## config.mk

```make
export PLATFORM = sky130hd
export DESIGN_NAME = mau_result_collector
export DESIGN_NICKNAME = d
export VERILOG_FILES = /design/src/rtl/mau_result_collector.sv
export SDC_FILE = /design/constraint.sdc
export NUM_CORES = 1
export LEC_CHECK = 0
export CORE_ASPECT_RATIO = 1.25
export CORE_MARGIN = 2
export CORE_UTILIZATION = 45
export DETAILED_ROUTE_END_ITERATION = 6
export GPL_ROUTABILITY_DRIVEN = 0
export PLACE_DENSITY = 0.66
export SYNTH_ARGS = -nofsm -noshare
export SYNTH_HDL_FRONTEND = slang
export SYNTH_SLANG_ARGS = --single-unit
```

## constraint.sdc

```tcl
create_clock -name clk -period 8.2 [get_ports clk]
set_input_delay 0.82 -clock clk [delete_from_list [all_inputs] [get_ports clk]]
set_output_delay 0.82 -clock clk [all_outputs]
set_load 0.03 [all_outputs]
```

## src/rtl/mau_result_collector.sv

```systemverilog
// Deskews the bottom-row MAU column streams into aligned rows, then buffers them in a FWFT FIFO for a valid/ready sink.
// Latency: a row whose last column is sampled at edge k shows row_valid=1 right after edge k.
// Backpressure: the mesh cannot stall, so rows are dropped when the FIFO is full (err_ovf); partial rows set err_skew. Optional ReLU: COLLECTOR_RELU_EN.
module mau_result_collector #(
  parameter int mesh_length = 4,
  parameter int acc_length  = 32,
  parameter int FIFO_DEPTH  = 4
) (
  input  logic                                clk,
  input  logic                                rst_n,
  input  logic                                flush,
  input  logic [mesh_length-1:0]              col_valid,
  input  logic [acc_length*mesh_length-1:0]   col_acc,
  output logic                                row_valid,
  input  logic                                row_ready,
  output logic [acc_length*mesh_length-1:0]   row_data,
  output logic [$clog2(FIFO_DEPTH):0]         fifo_count,
  output logic                                err_skew,
  output logic                                err_ovf
);

  localparam int PW = $clog2(FIFO_DEPTH);
  localparam int RW = acc_length * mesh_length;
  localparam logic [PW:0] FULL_CNT = (PW+1)'(FIFO_DEPTH);

  // Aligned row as seen at the output of the deskew lines.
  logic [mesh_length-1:0] al_vld;
  logic [RW-1:0]          al_dat;

  genvar c;
  generate
    for (c = 0; c < mesh_length; c++) begin : g_col
      if (c == mesh_length-1) begin : g_direct
        // The last column arrives latest, so it needs no delay.
        assign al_vld[c] = col_valid[c];
        assign al_dat[c*acc_length +: acc_length] = col_acc[c*acc_length +: acc_length];
      end else begin : g_dly
        localparam int D = mesh_length - 1 - c;
        logic [D-1:0]          v_sr;
        logic [acc_length-1:0] d_sr [D];

        // Delay column c by D cycles so it lines up with the last column.
        always_ff @(posedge clk or negedge rst_n) begin
          if (!rst_n) begin
            v_sr <= '0;
            for (int i = 0; i < D; i++) d_sr[i] <= '0;
          end else if (flush) begin
            v_sr <= '0;
            for (int i = 0; i < D; i++) d_sr[i] <= '0;
          end else begin
            v_sr[0] <= col_valid[c];
            d_sr[0] <= col_acc[c*acc_length +: acc_length];
            for (int i = 1; i < D; i++) begin
              v_sr[i] <= v_sr[i-1];
              d_sr[i] <= d_sr[i-1];
            end
          end
        end

        assign al_vld[c] = v_sr[D-1];
        assign al_dat[c*acc_length +: acc_length] = d_sr[D-1];
      end
    end
  endgenerate

  logic [RW-1:0] mem [FIFO_DEPTH];
  logic [PW-1:0] wr_ptr, rd_ptr;
  logic          row_full, skew_hit, full, pop, push, ovf;
  logic [PW:0]   cnt_nxt;
  logic [RW-1:0] wr_dat;

  // Classify the aligned row and decide push / pop / drop for this edge.
  always_comb begin
    row_full = &al_vld;
    skew_hit = (|al_vld) && !row_full;
    full     = (fifo_count == FULL_CNT);
    pop      = row_valid && row_ready;
    push     = row_full && (!full || pop);
    ovf      = row_full && full && !pop;
    cnt_nxt  = fifo_count;
    case ({push, pop})
      2'b10:   cnt_nxt = fifo_count + 1'b1;
      2'b01:   cnt_nxt = fifo_count - 1'b1;
      default: cnt_nxt = fifo_count;
    endcase
  end

  // Write data, optionally clamped to zero for negative columns.
  always_comb begin
    wr_dat = al_dat;
`ifdef COLLECTOR_RELU_EN
    for (int i = 0; i < mesh_length; i++) begin
      if (al_dat[i*acc_length + acc_length - 1]) wr_dat[i*acc_length +: acc_length] = '0;
    end
`endif
  end

  // Row storage; the head entry is presented directly (first-word-fall-through).
  always_ff @(posedge clk) begin
    if (push && !flush) mem[wr_ptr] <= wr_dat;
  end

  // FIFO pointers, occupancy, output valid and sticky error flags.
  always_ff @(posedge clk or negedge rst_n) begin
    if (!rst_n) begin
      wr_ptr     <= '0;
      rd_ptr     <= '0;
      fifo_count <= '0;
      row_valid  <= 1'b0;
      err_skew   <= 1'b0;
      err_ovf    <= 1'b0;
    end else if (flush) begin
      wr_ptr     <= '0;
      rd_ptr     <= '0;
      fifo_count <= '0;
      row_valid  <= 1'b0;
    end else begin
      if (push) wr_ptr <= wr_ptr + 1'b1;
      if (pop)  rd_ptr <= rd_ptr + 1'b1;
      fifo_count <= cnt_nxt;
      row_valid  <= (cnt_nxt != '0);
      if (skew_hit) err_skew <= 1'b1;
      if (ovf)      err_ovf  <= 1'b1;
    end
  end

  // Stale entries stay hidden when nothing is held.
  assign row_data = row_valid ? mem[rd_ptr] : '0;

endmodule
```

## Word-level counts from Yosys, hierarchy flattened

Memories as Yosys holds them, arrays and structs flattened.
Cells that the tools add are included.

- Equal/unequal tests: 3
- Muxes and demuxes: 16
- Bitwise logic cells: 1
- Add/sub/neg operators: 4
- Reduce and logical (&&, ||, !) cells: 18

Operator list:

| cell | count |
|---|---|
| $mux W128 | 1 |
| $mux W96 | 1 |
| $mux W64 | 1 |
| $mux W32 | 1 |
| $mux W2 | 5 |
| $logic_and A1 B1 Y1 | 6 |
| $mux W3 | 2 |
| $pmux W3 S2 | 1 |
| $add A2 B1 Y2 const B | 2 |
| $logic_not A1 Y1 | 4 |
| $mux W1 | 4 |
| $reduce_and A2 Y1 | 2 |
| $reduce_and A4 Y1 | 1 |
| $reduce_bool A2 Y1 | 2 |
| $reduce_or A4 Y1 | 1 |
| $add A3 B1 Y3 const B | 1 |
| $eq A3 B3 Y1 const B | 1 |
| $reduce_bool A3 Y1 | 1 |
| $sub A3 B1 Y3 const B | 1 |
| $eq A2 B1 Y1 const B | 1 |
| $eq A2 B2 Y1 const B | 1 |
| $logic_or A1 B1 Y1 | 1 |
| $not A1 Y1 | 1 |

- Memories kept: 1
- Memory bits (writable): 512
- Input port bits: 136
- Register bits after elaboration: 208
- Word-level logic and storage cells: 58
- Output and inout port bits: 134

Memories:

| memory | words | bits a word | read ports | clocked after Yosys merged registers in | write ports | line | text |
|---|---|---|---|---|---|---|---|
| mem | 4 | 128 | 1 | 0 | 1 | 66 | `logic [RW-1:0] mem [FIFO_DEPTH];` |

## Longest topological paths before layout

- Word-level depth: 8
- Gate-level depth with buffers: 7
- Depth with buffers taken out: 6

## Worst setup path before layout

Ideal clock, no wire load.

- Kind: input -> register
- From: input port col_valid[3]
- To: memory mem[0][0] in the netlist's numbering, enable pin
- Setup time: 0.502 ns
- Path buffers: 1
- Data required time: 7.698 ns
- Slack: 3.295 ns
- Cell stages on the path: 4
- Arrival: 4.403 ns
- Cell sequence: nand4_1 -> clkbuf_1 -> nor3_1 -> and2_1

- Longest elaborated chain between the ends: 5

RTL lines:

| element | line | text |
|---|---|---|
| start, declared | 12 | `input logic [mesh_length-1:0] col_valid,` |
| $reduce_and A4 Y1 | 74 | `row_full = &al_vld;` |
| $logic_and A1 B1 Y1 | 78 | `push = row_full && (!full \|\| pop);` |
| $logic_and A1 B1 Y1 | 100 | `if (push && !flush) mem[wr_ptr] <= wr_dat;` |
| $mux W1 | 100 |  |
| $mux W1 (not written as such) | 100 |  |
| end, declared | 66 |  |

Every way passes these cells.

## Worst setup path in the final report

- From: register rd_ptr[0]
- To: output port row_data[93]

- Longest elaborated chain between the ends: 2

RTL lines:

| element | line | text |
|---|---|---|
| start, declared | 67 | `logic [PW-1:0] wr_ptr, rd_ptr;` |
| start signal, assigned | 119 | `if (pop) rd_ptr <= rd_ptr + 1'b1;` |
| $mem_v2 Z4 W128 | -- |  |
| $mux W128 | 128 | `assign row_data = row_valid ? mem[rd_ptr] : '0;` |
| end, declared | 16 | `output logic [acc_length*mesh_length-1:0] row_data,` |

Every way passes these cells.

==> summary.json <==
{
  "power": {
    "cellPowerDensity_nw_per_um2": 251,
    "total_power_mw": 8.01,
    "p_leak_nw": 11.2,
    "share_clk_of_total_power_pct": 38.9,
    "cell_internal_power_dissipation_mw": 6.19,
    "worst_ir_drop_vdd_mv": 0.162,
    "pwr-share-comb_pct": 11.2,
    "net_switching_power_mw": 1.82,
    "power.switching_fraction_pct": 22.7,
    "sequentialPowerShare_pct": 49.9
  },
  "detailed_routing": {
    "ant_nets": 0,
    "first_pass_iters": 5,
    "vias_per_cell": 5.07,
    "finalWirelength_mm": 50.4,
    "detail_route.wl_per_cell_microns": 21.1,
    "drt_first_iter_violations": 882,
    "num_vias": 12100,
    "number_of_design_rule_violations_left_after_detail_routing": 0
  },
  "sta": {
    "finalSetupViolations": 0,
    "fmaxAchievable_mhz": 227,
    "final_period_minus_worst_setup_slack_ps": 4410,
    "fin_skew_ps": 16.3,
    "finalCritPeriodShare_pct": 53.8,
    "final.hold.worst_slack_ps": 274,
    "worst_slack_ps": 3790,
    "worst_margin_pin_slew_ps": 1090,
    "hold_viol": 0,
    "max_slew_headroom_pct": 27.3,
    "final.setup.tns_ps": 0,
    "timing.final.max_slew_violations": 0,
    "unrepaired_setup_endpoints_after_global_routing": "no"
  },
  "critical_path": {
    "worst_ep_arrival_time_ps": 3590,
    "reg2reg_slack_ps": 4520,
    "worst_ep_required_time_ps": 7380,
    "worstSetupEndpointType": "output pin",
    "worstReg2RegStart": "row_valid",
    "cp-startpoint": "rd_ptr[0]",
    "worst-path-max-fanout": 36,
    "r2r-end": "mem[1][105]",
    "worstSetupPathType": "flop to output pin",
    "worst_setup_path_start_kind": "flop",
    "worstRegToRegCells": 5
  },
  "floorplanning": {
    "height_of_the_chip_microns": 274,
    "design.portCount": 270,
    "floorplan.die_area_sq_um": 60200,
    "num_rows": 98,
    "floorplan.die.width_microns": 220,
    "initial_utilization_pct": 45.7,
    "design.core.area_sq_um": 57400
  },
  "synth": {
    "synth_top_family_by_area": "multiplexers",
    "synthDistinctLibCells": 34,
    "synth-compound-area-share_pct": 0.310,
    "synth.ff_latch_count": 720,
    "yosys.area_share.adder_pct": 0.267,
    "synth_async_sr_flop_share_pct": 28.9,
    "synth.largest_area_cell": "sky130_fd_sc_hd__edfxtp_1",
    "ys.warnings.count": 0,
    "synth_top_area_share_pct": 58.6,
    "syn-num-nets": 1438,
    "post_synth_and_or_nand_nor_area_fraction_pct": 8.36,
    "syn-mean-instance-area_sq_um": 20.2,
    "synth_xor_area_share_pct": 0.100,
    "synth.area.mux_share_pct": 11.0,
    "post_synth_main_area_contributors": "sky130_fd_sc_hd__edfxtp_1 (59%), sky130_fd_sc_hd__dfrtp_1 (20%), sky130_fd_sc_hd__mux4_2 (11%), sky130_fd_sc_hd__nor2b_1 (4.7%), sky130_fd_sc_hd__and2_1 (3.2%)",
    "mappedNetlistArea_sq_um": 26200,
    "yosysSeqAreaShare_pct": 78.5,
    "post_synth_inst_count": 1297,
    "synth_edf_count": 512,
    "synth-main-ff-cell": "sky130_fd_sc_hd__edfxtp_1"
  },
  "placement": {
    "dp.cells": 2263,
    "pre_cts_slack_ps": 3480,
    "numPortBuffers": 269,
    "dp.final_hpwl_mm": 29.6,
    "placedInstanceArea_sq_um": 29600
  },
  "grt": {
    "overflow": 0,
    "grt_pass1_vias": 12700,
    "grt_antenna_before_repair": 1,
    "grt_first_pass_wirelength_mm": 76.2,
    "total_routing_usage_gr_pct": 17.1,
    "largest_net_degree_at_the_start_of_global_routing": 100
  },
  "cts": {
    "hold_buffers": 0,
    "post_cts_resized": 0,
    "clk_transition_reported_paths_ps": 70,
    "root_buffer_selected_by_cts": "sky130_fd_sc_hd__clkbuf_16",
    "insertion_delay_ps": 590,
    "cts_tree": "done",
    "cts_max_level": 3,
    "cts_sinks": 720,
    "cts_buffer_depth": 3,
    "inserted_clock_buffers": 69,
    "cts_setup_buffers": 0
  },
  "hold_path": {
    "holdCritPathClass": "primary input to async pin"
  },
  "finish": {
    "final_cell_utilization_of_the_core_pct": 55.5,
    "final_nets": 1725,
    "drive_above_1_share_pct": 15.3,
    "syn2layout_area_growth_pct": 21.5,
    "instances_no_fill": 2387,
    "post-route-cell-area_sq_um": 31900
  },
  "outcome": {
    "status": "completed"
  },
  "run": {
    "maxCapViolations": 0
  }
}
worst max-delay path, cell delays in order (launching register included):
cell                              delay, ps
sky130_fd_sc_hd__dfrtp_4                840
sky130_fd_sc_hd__buf_4                  690
sky130_fd_sc_hd__mux4_2                 610
sky130_fd_sc_hd__and2_1                 180
sky130_fd_sc_hd__clkdlybuf4s50_1        590
state kept, by name (all words and copies together), names as in the netlist:
signal,flops
mem,512
err_skew,1
err_ovf,1
row_valid,1
g_col.g_dly.v_sr,6
fifo_count,3
wr_ptr,2
g_col.g_dly.d_sr,128
al_dat,64
rd_ptr,2
cells by family after synthesis:
group	Yosys count
AND/OR/NAND/NOR	356
flip-flops	720
buffers and inverters	72
multiplexers	129
AO/OA/AOI/OAI	12
adder cells (fa/ha/maj)	5
XOR/XNOR	3
layer usage:
layer,up-vias,part of all wire (%),global-route usage (%)
li1,5425,-,-
met1,6298,42,23.0
met2,299,51,28.4
met3,75,4.6,2.67
met4,0,2.2,6.02
met5,-,0,0
cells in the mapped netlist, types with 3 or more instances:
| master | number |
|---|---|
| sky130_fd_sc_hd__a21oi_1 | 3 |
| sky130_fd_sc_hd__and2_1 | 133 |
| sky130_fd_sc_hd__buf_2 | 16 |
| sky130_fd_sc_hd__buf_6 | 11 |
| sky130_fd_sc_hd__clkbuf_1 | 39 |
| sky130_fd_sc_hd__dfrtp_1 | 208 |
| sky130_fd_sc_hd__edfxtp_1 | 512 |
| sky130_fd_sc_hd__ha_1 | 4 |
| sky130_fd_sc_hd__inv_1 | 4 |
| sky130_fd_sc_hd__mux4_2 | 128 |
| sky130_fd_sc_hd__nand2_1 | 5 |
| sky130_fd_sc_hd__nor2_1 | 8 |
| sky130_fd_sc_hd__nor2b_1 | 198 |
| sky130_fd_sc_hd__nor3_1 | 4 |
worst max-delay path by stage:
stage / to / slack [ps] / cells past startpoint
final: row_data[93] / 3790 / 4
after detailed placement: mem[2][107] / 3480 / 5
after CTS: row_data[77] / 3620 / 4
after global placement: mem[2][107] / 3530 / 5
after floorplan: mem[0][0] / 3290 / 4
after global routing: row_data[104] / 3520 / 4
layout by cell type, fill, tap and decap left out, types with 4 or more instances in the layout:
| cell | Yosys | routed |
|---|---|---|
| sky130_fd_sc_hd__nor3_1 | 4 | 4 |
| sky130_fd_sc_hd__clkdlybuf4s50_1 | 0 | 267 |
| sky130_fd_sc_hd__clkinv_1 | 0 | 6 |
| sky130_fd_sc_hd__mux4_2 | 128 | 128 |
| sky130_fd_sc_hd__clkbuf_16 | 0 | 71 |
| sky130_fd_sc_hd__and2_4 | 0 | 4 |
| sky130_fd_sc_hd__nor2_1 | 8 | 8 |
| sky130_fd_sc_hd__dfrtp_1 | 208 | 205 |
| sky130_fd_sc_hd__nand2_1 | 5 | 5 |
| sky130_fd_sc_hd__clkbuf_8 | 0 | 6 |
| sky130_fd_sc_hd__ha_1 | 4 | 4 |
| sky130_fd_sc_hd__nor2b_1 | 198 | 198 |
| sky130_fd_sc_hd__buf_4 | 1 | 15 |
| sky130_fd_sc_hd__clkinv_2 | 0 | 9 |
| sky130_fd_sc_hd__and2_1 | 133 | 129 |
| sky130_fd_sc_hd__clkbuf_1 | 39 | 21 |
| sky130_fd_sc_hd__edfxtp_1 | 512 | 512 |
| sky130_fd_sc_hd__inv_1 | 4 | 4 |
| sky130_fd_sc_hd__bufinv_16 | 0 | 6 |
final cells by class:
cell class                      instances  area [sq um]
Timing Repair Buffer                  284          2810
Antenna cell                            1          2.50
Sequential cell                       720         20600
Fill cell                            4452         25500
Inverter                                4          15.0
Clock buffer                           98          1940
Multi-Input combinational cell        505          5270
Tap cell                              750           938
Clock inverter                         25           280
power groups by stage:
stage	clock [mW]	combinational [mW]	sequential, mW
floorplan	0	0.549	4.04
global placement	0	0.916	4.07
detailed placement	0	0.919	4.07
CTS	3.20	0.922	4.00
global route	3.34	0.953	4.00
finish	3.12	0.898	3.99
Power figures use the tool's default switching activity.
